==> config.mk <==
export PLATFORM = sky130hd
export DESIGN_NAME = sa_skew_feeder
export DESIGN_NICKNAME = d
export VERILOG_FILES = /design/src/rtl/mha_pkg.sv /design/src/rtl/sa_skew_line.sv /design/src/rtl/sa_skew_feeder.sv
export SDC_FILE = /design/constraint.sdc
export NUM_CORES = 2
export LEC_CHECK = 0
export ABC_AREA = 1
export CAP_MARGIN = 10
export CELL_PAD_IN_SITES_DETAIL_PLACEMENT = 0
export CELL_PAD_IN_SITES_GLOBAL_PLACEMENT = 1
export CORE_ASPECT_RATIO = 0.6
export CORE_UTILIZATION = 46
export CTS_CLUSTER_SIZE = 40
export DETAILED_ROUTE_END_ITERATION = 8
export PLACE_DENSITY_LB_ADDON = 0.1
export SYNTH_ARGS = -nofsm -noshare
export SYNTH_HDL_FRONTEND = slang
export SYNTH_SLANG_ARGS = --single-unit
==> constraint.sdc <==
create_clock -name I_CLK -period 2.1 [get_ports I_CLK]
set_input_delay 0.63 -clock I_CLK [delete_from_list [all_inputs] [get_ports I_CLK]]
set_output_delay 0.63 -clock I_CLK [all_outputs]
set_load 0.01 [all_outputs]
==> src/rtl/mha_pkg.sv <==
// rtl/mha_pkg.sv - shared state type and defaults for the systolic-array skew feeder
package mha_pkg;

  localparam int D_W_DEF = 16;

  typedef enum logic [1:0] {
    ST_IDLE  = 2'd0,
    ST_FEED  = 2'd1,
    ST_FLUSH = 2'd2,
    ST_DONE  = 2'd3
  } feed_state_e;

endpackage

==> src/rtl/sa_skew_line.sv <==
// rtl/sa_skew_line.sv - triangular delay line: lane i is delayed by i shift strobes
module sa_skew_line #(
  parameter int LANES = 16,
  parameter int D_W   = 16
) (
  input  logic                 clk_i,
  input  logic                 rst_ni,
  input  logic                 clr_ni,
  input  logic                 shift_i,
  input  logic [LANES*D_W-1:0] data_i,
  output logic [LANES*D_W-1:0] data_o
);

  assign data_o[0 +: D_W] = data_i[0 +: D_W];

  for (genvar i = 1; i < LANES; i++) begin : g_lane
    logic [D_W-1:0] tap_q [i];

    always_ff @(posedge clk_i or negedge rst_ni) begin
      if (!rst_ni) begin
        for (int k = 0; k < i; k++) tap_q[k] <= '0;
      end else if (!clr_ni) begin
        for (int k = 0; k < i; k++) tap_q[k] <= '0;
      end else if (shift_i) begin
        tap_q[0] <= data_i[i*D_W +: D_W];
        for (int k = 1; k < i; k++) tap_q[k] <= tap_q[k-1];
      end
    end

    assign data_o[i*D_W +: D_W] = tap_q[i-1];
  end

endmodule

==> src/rtl/sa_skew_feeder.sv <==
// rtl/sa_skew_feeder.sv - tile sequencer feeding skewed X/W wavefronts into a systolic array
module sa_skew_feeder
  import mha_pkg::*;
#(
  parameter int D_W    = D_W_DEF,
  parameter int SA_R   = 16,
  parameter int SA_C   = 16,
  parameter int K_W    = 8,
  parameter int W_SKEW = 1
) (
  input  logic                I_CLK,
  input  logic                I_ASYN_RSTN,
  input  logic                I_SYNC_RSTN,
  input  logic                I_START,
  input  logic [K_W-1:0]      I_K_LEN,
  input  logic                I_VLD,
  output logic                O_RDY,
  input  logic [SA_R*D_W-1:0] I_X,
  input  logic [SA_C*D_W-1:0] I_W,
  input  logic                I_SHIFT,
  output logic [SA_R*D_W-1:0] O_X,
  output logic [SA_C*D_W-1:0] O_W,
  output logic                O_SA_START,
  output logic                O_SA_END,
  output logic                O_DONE,
  output logic                O_BUSY
);

  // Zeros must travel the full diagonal so the last beat reaches the far PE.
  localparam int              FL      = SA_R + SA_C - 2;
  localparam int              FC_W    = $clog2(SA_R + SA_C);
  localparam logic [FC_W-1:0] FL_LAST = FC_W'((FL > 0) ? FL - 1 : 0);
  localparam logic [FC_W-1:0] F_ONE   = FC_W'(1);
  localparam logic [K_W-1:0]  K_ONE   = K_W'(1);

  feed_state_e     state_q, state_d;
  logic [K_W-1:0]  k_len_q, k_len_d;
  logic [K_W-1:0]  beat_cnt_q, beat_cnt_d;
  logic [FC_W-1:0] flush_cnt_q, flush_cnt_d;

  logic                rdy;
  logic                accept;
  logic                sa_start;
  logic                sa_end;
  logic [SA_R*D_W-1:0] x_gated;
  logic [SA_C*D_W-1:0] w_gated;

  assign rdy     = (state_q == ST_FEED) && I_SHIFT;
  assign accept  = rdy && I_VLD;
  assign x_gated = accept ? I_X : '0;
  assign w_gated = accept ? I_W : '0;

  always_ff @(posedge I_CLK or negedge I_ASYN_RSTN) begin
    if (!I_ASYN_RSTN) begin
      state_q     <= ST_IDLE;
      k_len_q     <= '0;
      beat_cnt_q  <= '0;
      flush_cnt_q <= '0;
    end else if (!I_SYNC_RSTN) begin
      state_q     <= ST_IDLE;
      k_len_q     <= '0;
      beat_cnt_q  <= '0;
      flush_cnt_q <= '0;
    end else begin
      state_q     <= state_d;
      k_len_q     <= k_len_d;
      beat_cnt_q  <= beat_cnt_d;
      flush_cnt_q <= flush_cnt_d;
    end
  end

  always_comb begin
    state_d     = state_q;
    k_len_d     = k_len_q;
    beat_cnt_d  = beat_cnt_q;
    flush_cnt_d = flush_cnt_q;
    sa_start    = 1'b0;
    sa_end      = 1'b0;
    case (state_q)
      ST_IDLE: begin
        if (I_START && (I_K_LEN != '0)) begin
          k_len_d     = I_K_LEN;
          beat_cnt_d  = '0;
          flush_cnt_d = '0;
          state_d     = ST_FEED;
        end
      end
      ST_FEED: begin
        if (accept) begin
          sa_start   = (beat_cnt_q == '0);
          beat_cnt_d = beat_cnt_q + K_ONE;
          if (beat_cnt_d == k_len_q) begin
            if (FL == 0) begin
              sa_end  = 1'b1;
              state_d = ST_DONE;
            end else begin
              state_d = ST_FLUSH;
            end
          end
        end
      end
      ST_FLUSH: begin
        if (I_SHIFT) begin
          flush_cnt_d = flush_cnt_q + F_ONE;
          if (flush_cnt_q == FL_LAST) begin
            sa_end  = 1'b1;
            state_d = ST_DONE;
          end
        end
      end
      default: state_d = ST_IDLE;
    endcase
  end

  assign O_RDY      = rdy;
  assign O_SA_START = sa_start;
  assign O_SA_END   = sa_end;
  assign O_DONE     = (state_q == ST_DONE);
  assign O_BUSY     = (state_q != ST_IDLE);

  sa_skew_line #(.LANES(SA_R), .D_W(D_W)) u_x_line (
    .clk_i  (I_CLK),
    .rst_ni (I_ASYN_RSTN),
    .clr_ni (I_SYNC_RSTN),
    .shift_i(I_SHIFT),
    .data_i (x_gated),
    .data_o (O_X)
  );

  if (W_SKEW != 0) begin : g_w_skew
    sa_skew_line #(.LANES(SA_C), .D_W(D_W)) u_w_line (
      .clk_i  (I_CLK),
      .rst_ni (I_ASYN_RSTN),
      .clr_ni (I_SYNC_RSTN),
      .shift_i(I_SHIFT),
      .data_i (w_gated),
      .data_o (O_W)
    );
  end else begin : g_w_flat
    // Weight-stationary preload: weights go straight in, no diagonal.
    assign O_W = w_gated;
  end

endmodule

## Word-level counts from Yosys, hierarchy flattened

Index checks and enable logic that the tools add are counted.

| storage, ports and cells | value |
|---|---|
| flip-flop bits (word level) | 3863 |
| bits in latches | 0 |
| bits in writable memories | 0 |
| memory bits (read-only) | 0 |
| output and inout bits | 517 |
| logic and storage cells | 357 |
| memories kept | 0 |

| operators by class | value |
|---|---|
| add/sub/neg operators | 2 |
| $mul | 0 |
| div/mod/pow operators | 0 |
| order comparisons | 0 |
| eq/ne operators | 15 |
| shift-type cells | 0 |
| mux-type cells | 85 |
| bitwise logic cells | 0 |
| reduce and logical (&&, ||, !) cells | 11 |

Operators with widths:

| kind | count |
|---|---|
| $mux W240 | 4 |
| $mux W224 | 4 |
| $mux W208 | 4 |
| $mux W192 | 4 |
| $mux W176 | 4 |
| $mux W160 | 4 |
| $mux W144 | 4 |
| $mux W128 | 4 |
| $mux W256 | 2 |
| $mux W112 | 4 |
| $mux W96 | 4 |
| $mux W80 | 4 |
| $mux W64 | 4 |
| $mux W48 | 4 |
| $mux W32 | 4 |
| $mux W16 | 4 |
| $mux W8 | 6 |
| $pmux W8 S2 | 1 |
| $mux W5 | 3 |
| $mux W2 | 6 |
| $ne A3 B3 Y1 const B | 4 |
| $pmux W5 S2 | 1 |
| $add A8 B1 Y8 const B | 1 |
| $eq A8 B8 Y1 | 1 |
| 17 further kinds | 28 |

## Logic depth before layout (Yosys ltp)

| depth | value |
|---|---|
| word-level depth | 6 |
| gate-level depth with buffers | 14 |
| mapped depth without buffers | 14 |

## Cells and area by module

A second synthesis with hierarchy kept.

| unflattened totals | value |
|---|---|
| cell total of the unflattened synthesis | 18851 |
| area total of the unflattened synthesis | 169178.5 µm² |

By module, submodules not included:

| module | times used | cells an instance | area an instance (µm²) |
|---|---|---|---|
| sa_skew_line | 2 | 8775 | 81708.4 |
| sa_skew_feeder | 1 | 1301 | 5761.8 |

## Worst setup path after synthesis

OpenSTA, ideal clock, no wires.

| timing | value |
|---|---|
| path type | input-to-output |
| start point | in I_SHIFT |
| end point | out O_SA_END |
| arrival time | 1475 ps |
| path slack | -5 ps |
| cell stages on the path | 4 |
| path buffers | 2 |
| cells stage by stage | buf_4 clkinv_1 clkbuf_1 nor3_1 |

| between the ends | value |
|---|---|
| longest elaborated chain between the ends | 2 |

RTL lines:

| element | line | source |
|---|---|---|
| start: declaration | sa_skew_feeder.sv:20 | `input logic I_SHIFT,` |
| $mux W1 | sa_skew_feeder.sv:103 | `if (I_SHIFT) begin` |
| $mux W1 | sa_skew_feeder.sv:79 | `case (state_q)` |
| end: declaration | sa_skew_feeder.sv:24 | `output logic O_SA_END,` |

No other way between the ends.

## Worst setup path after layout

| timing | value |
|---|---|
| start point | reg state_q[1] |
| end point | out O_X[9] |

| between the ends | value |
|---|---|
| longest elaborated chain between the ends | 4 |

RTL lines:

| element | line | source |
|---|---|---|
| start: declaration | sa_skew_feeder.sv:36 | `feed_state_e state_q, state_d;` |
| start signal: assignment | sa_skew_feeder.sv:65 | `state_q <= state_d;` |
| $eq A2 B1 Y1 | sa_skew_feeder.sv:48 | `assign rdy = (state_q == ST_FEED) && I_SHIFT;` |
| $logic_and A1 B1 Y1 | sa_skew_feeder.sv:48 |  |
| $logic_and A1 B1 Y1 | sa_skew_feeder.sv:49 | `assign accept = rdy && I_VLD;` |
| $mux W256 | sa_skew_feeder.sv:50 | `assign x_gated = accept ? I_X : '0;` |
| end: declaration | sa_skew_feeder.sv:21 | `output logic [SA_R*D_W-1:0] O_X,` |

No other way between the ends.

==> out/qor.txt <==
==========================================================================================
Status                                                                        finished, violations left
Violations in the final reports                                               negative setup slack
Setup repair after global routing missed its margin                                    yes
Total overflow reported by the global router                                             0
Share of synthesized cell area in full adder, half adder and majority cells        0.0691%
Class of the most critical hold timing path                                    in -> async
Data required time of the critical path                                            1470 ps
Final antenna-violating net count                                                        0
Relative slew slack                                                                  45.9%
XOR/XNOR Fraction of Synth Area                                                    0.0121%
Vertical die dimension                                                              437 um
CP startpoint kind                                                               flip-flop
Post-Place Setup Slack                                                             -934 ps
Die area                                                                       317,000 um2
Starting density of the core                                                         46.3%
Num Clock Sinks                                                                      3,863
Total power draw                                                                    157 mW
Post-route cell area                                                           180,000 um2
Maximum clock frequency                                                            355 MHz
Chip Width                                                                          727 um
Clock tree from TritonCTS                                                              yes
Sequential share of the synthesized area                                             66.7%
Top FF cell, synth                                                                 dfrtp_1
Maximum level of the CTS H-tree                                                          5
Max-slew violation total from the final report                                           0
Number of remaining DRC errors                                                           0
Mapped Cells                                                                         13.6k
Share of cells above drive strength 1                                                17.2%
WL per Instance                                                                    19.8 um
Sw Ratio                                                                             23.4%
Share of synthesized flip-flops with an asynchronous set or reset                     100%
Number of vias per cell                                                               5.19
Net Count, Synth                                                                     14.2k
CORE AREA                                                                      313,000 um2
Leading post-synthesis cells by cell area                                     dfrtp_1, o22ai_1, inv_1
Critical path class                                                             reg -> out
Hold_ws                                                                             273 ps
Max cap viols                                                                            0
Number of I/O pins                                                                   1,043
Yosys cell types                                                                        29
Lkg Pwr                                                                            78.5 nW
Crit end category                                                             primary output
Combinational power share                                                             8.1%
Most used standard cell by instance count after synthesis                          dfrtp_1
Detailed-route wire length                                                      380,000 um
EDFF count, synth                                                                        0
Post-synthesis sequential element count                                              3,863
Overall via count from detail_route                                                  99.5k
Area fraction of the dominant cell type after synthesis                              66.7%
First-pass detailed-route iteration total                                                6
Antenna violations before repair                                                        34
Pin count of the biggest net entering global routing                                    95
Clock share of power                                                                 43.7%
Post-Synthesis Cell Area                                                       145,000 um2
Row cnt                                                                                159
Largest area contributor in the synthesized netlist                                dfrtp_1
Count of buffers inserted at the top-level ports                                     1,042
Worst r2r path cells                                                                    15
Worst ir drop on vdd                                                              0.644 mV
PwrDens                                                                         870 nW/um2
Worst endpoint data arrival time                                                   2190 ps
Yosys warnings                                                                           0
Wire length of the first global-routing pass                                    590,000 um
Layout-stage area growth over the synthesis result                                   24.3%
Net Sw Power                                                                       36.6 mW
Most instantiated cells after synthesis                                       dfrtp_1, inv_1, o22ai_1, o21ai_0, nand2_1
Final Hold Viols                                                                         0
Power share of the sequential group                                                  48.1%
Dominant combinational cell family by area after synthesis                    compound AO/OA/AOI/OAI gates
Fin worst setup slack                                                              -717 ps
Fin nets                                                                             15.2k
Register clock-pin slew on the reported worst setup and hold paths                   60 ps
Clock Skew                                                                         41.0 ps
Number of endpoints failing setup at the final stage                                   468
Simple-gate share of the synthesized area                                            3.38%
Latest clock arrival within the worst-skew pair                                     890 ps
Int Pwr                                                                             120 mW
Placement Cell Area                                                            162,000 um2
Iter 0 DRT Violations                                                                7,427
Time the worst path needs with I/O delays and setup                                2820 ps
Average cell area after synthesis                                                 10.6 um2
Maximum clock path buffer count                                                          4
Weighted congestion at the end of routability-driven global placement                0.894
Number of buffers created by CTS                                                       362
Multiplexer share of the synthesized area                                               0%
Period Utilization, post-route                                                        134%
Core Util, Final                                                                     57.5%
Cell chosen for the clock root                                                   clkbuf_16
Via count of the first global-routing pass                                            102k
Fraction of the mapped netlist area in compound gates                                16.0%
Detail Placement HPWL                                                           249,000 um
Total routing resource utilization after global routing                              23.2%
Maximum fanout encountered on the critical timing path                                   8
Transition time at the pin with the least slew margin                               812 ps
==========================================================================================
[cell type report]
cell class                 count  area, um2
antenna                       21       52.6
clock buffer                 521      10700
clock inverter               130       1640
fill                       26100     133000
inverter                    3395      12800
multi-input combinational   4996      30600
sequential                  3863      96700
tap                         4186       5240
timing repair buffer        2047      22400
[cell families (layout without fill, tap and decap cells)]
logic type / count (synthesis) / count (layout)
adders and majority gates: 8 / 8
and+or+nand+nor: 1126 / 1126
DFF: 3863 / 3863
AOI/OAI and AO/OA: 3860 / 3860
xor gates and xnor gates: 2 / 2
other: 0 / 21
buffers and inverters: 4760 / 6093
[timing repair]
action	in CTS	in global routing
endpoints found under the hold margin	373	0
pin swaps	2	13
setup endpoints to repair	649	888
buffers inserted	175	71
resized for setup	2717	849
hold buffers	1	0
cloned	10	34
[routing by layer]
layer  wire (um)  part of all wire [%]  global-route usage, %  up-vias
met3       14200                   3.7                   3.08      593
met4       12400                   3.3                   6.92        4
met5          31                0.0082                      0        -
li1            -                     -                      -    46400
met1      175000                    46                   33.7    50600
met2      178000                    47                   36.6     1863
[critical path, cell delays in order, from the launching register on]
cell	delay (ps)
dfrtp_1	400
inv_2	90
ha_4	150
nand2_4	60
inv_4	90
nand2_8	100
buf_12	180
nor2_4	110
buf_6	120
[worst paths after layout]
kind	slack (ps)	from	endpoint
worst max-delay path	-720	state_q[1]$_DFFE_PN0P_	O_X[9]
worst min-delay path	270	I_ASYN_RSTN	g_w_skew.u_w_line.data_o[99]$_DFFE_PN0P_
worst max register to register	-220	state_q[1]$_DFFE_PN0P_	g_w_skew.u_w_line.g_lane[8].tap_q[126]$_DFFE_PN0P_
worst min register to register	480	g_w_skew.u_w_line.data_o[247]$_DFFE_PN0P_	g_w_skew.u_w_line.data_o[247]$_DFFE_PN0P_
max in group asynchronous	700	I_ASYN_RSTN	u_x_line.g_lane[10].tap_q[42]$_DFFE_PN0P_
min in group I_CLK	290	I_SYNC_RSTN	g_w_skew.u_w_line.g_lane[9].tap_q[55]$_DFFE_PN0P_
[sequential cells by signal, indices dropped and copies added, names as in the netlist]
name,count
g_w_skew.u_w_line.g_lane.tap_q,1696
u_x_line.g_lane.tap_q,1696
g_w_skew.u_w_line.data_o,224
u_x_line.data_o,224
beat_cnt_q,8
k_len_q,8
flush_cnt_q,5
state_q,2
[placed cells by master, fill, tap and decap left out, types with 4 or more instances in the layout]
cell type and count:
o21ai_2 99, buf_2 193, clkdlybuf4s50_1 523, nand2_1 549
diode_2 21, dfrtp_2 15, nand3_4 52, ha_4 4
nand3_2 224, nand2_2 8, o22ai_1 2852, nand3_1 226
nor2_4 27, nor2_1 15, buf_16 23, clkinvlp_4 11
bufinv_16 34, a32o_1 32, buf_12 303, buf_4 614
nand4_1 4, buf_8 17, buf_6 344, clkbuf_16 402
o21ai_0 656, inv_1 3384, o21ai_1 188, inv_2 6
nor2_2 9, inv_6 9, clkinv_2 67, clkbuf_8 82
clkbuf_1 66, dfrtp_1 3848, o31ai_1 29
[power groups by stage]
stage	clock, mW	combinational, mW	sequential, mW
floorplan	0	3.97	76.8
detailed placement	0	10.2	76.8
finish	68.5	12.7	75.4
CTS	70.2	10.9	75.4
global placement	0	10.1	76.8
global route	73.0	13.7	75.4
[metrics by stage]
step           TNS [ps]  cells
6_report         -68670  19200
5_1_grt         -104500  19200
4_1_cts          -47970  19000
3_5_place_dp   -1919940  18200
3_3_place_gp   -1857710  18200
2_1_floorplan         0  13600
Power figures use the tool's default switching activity.
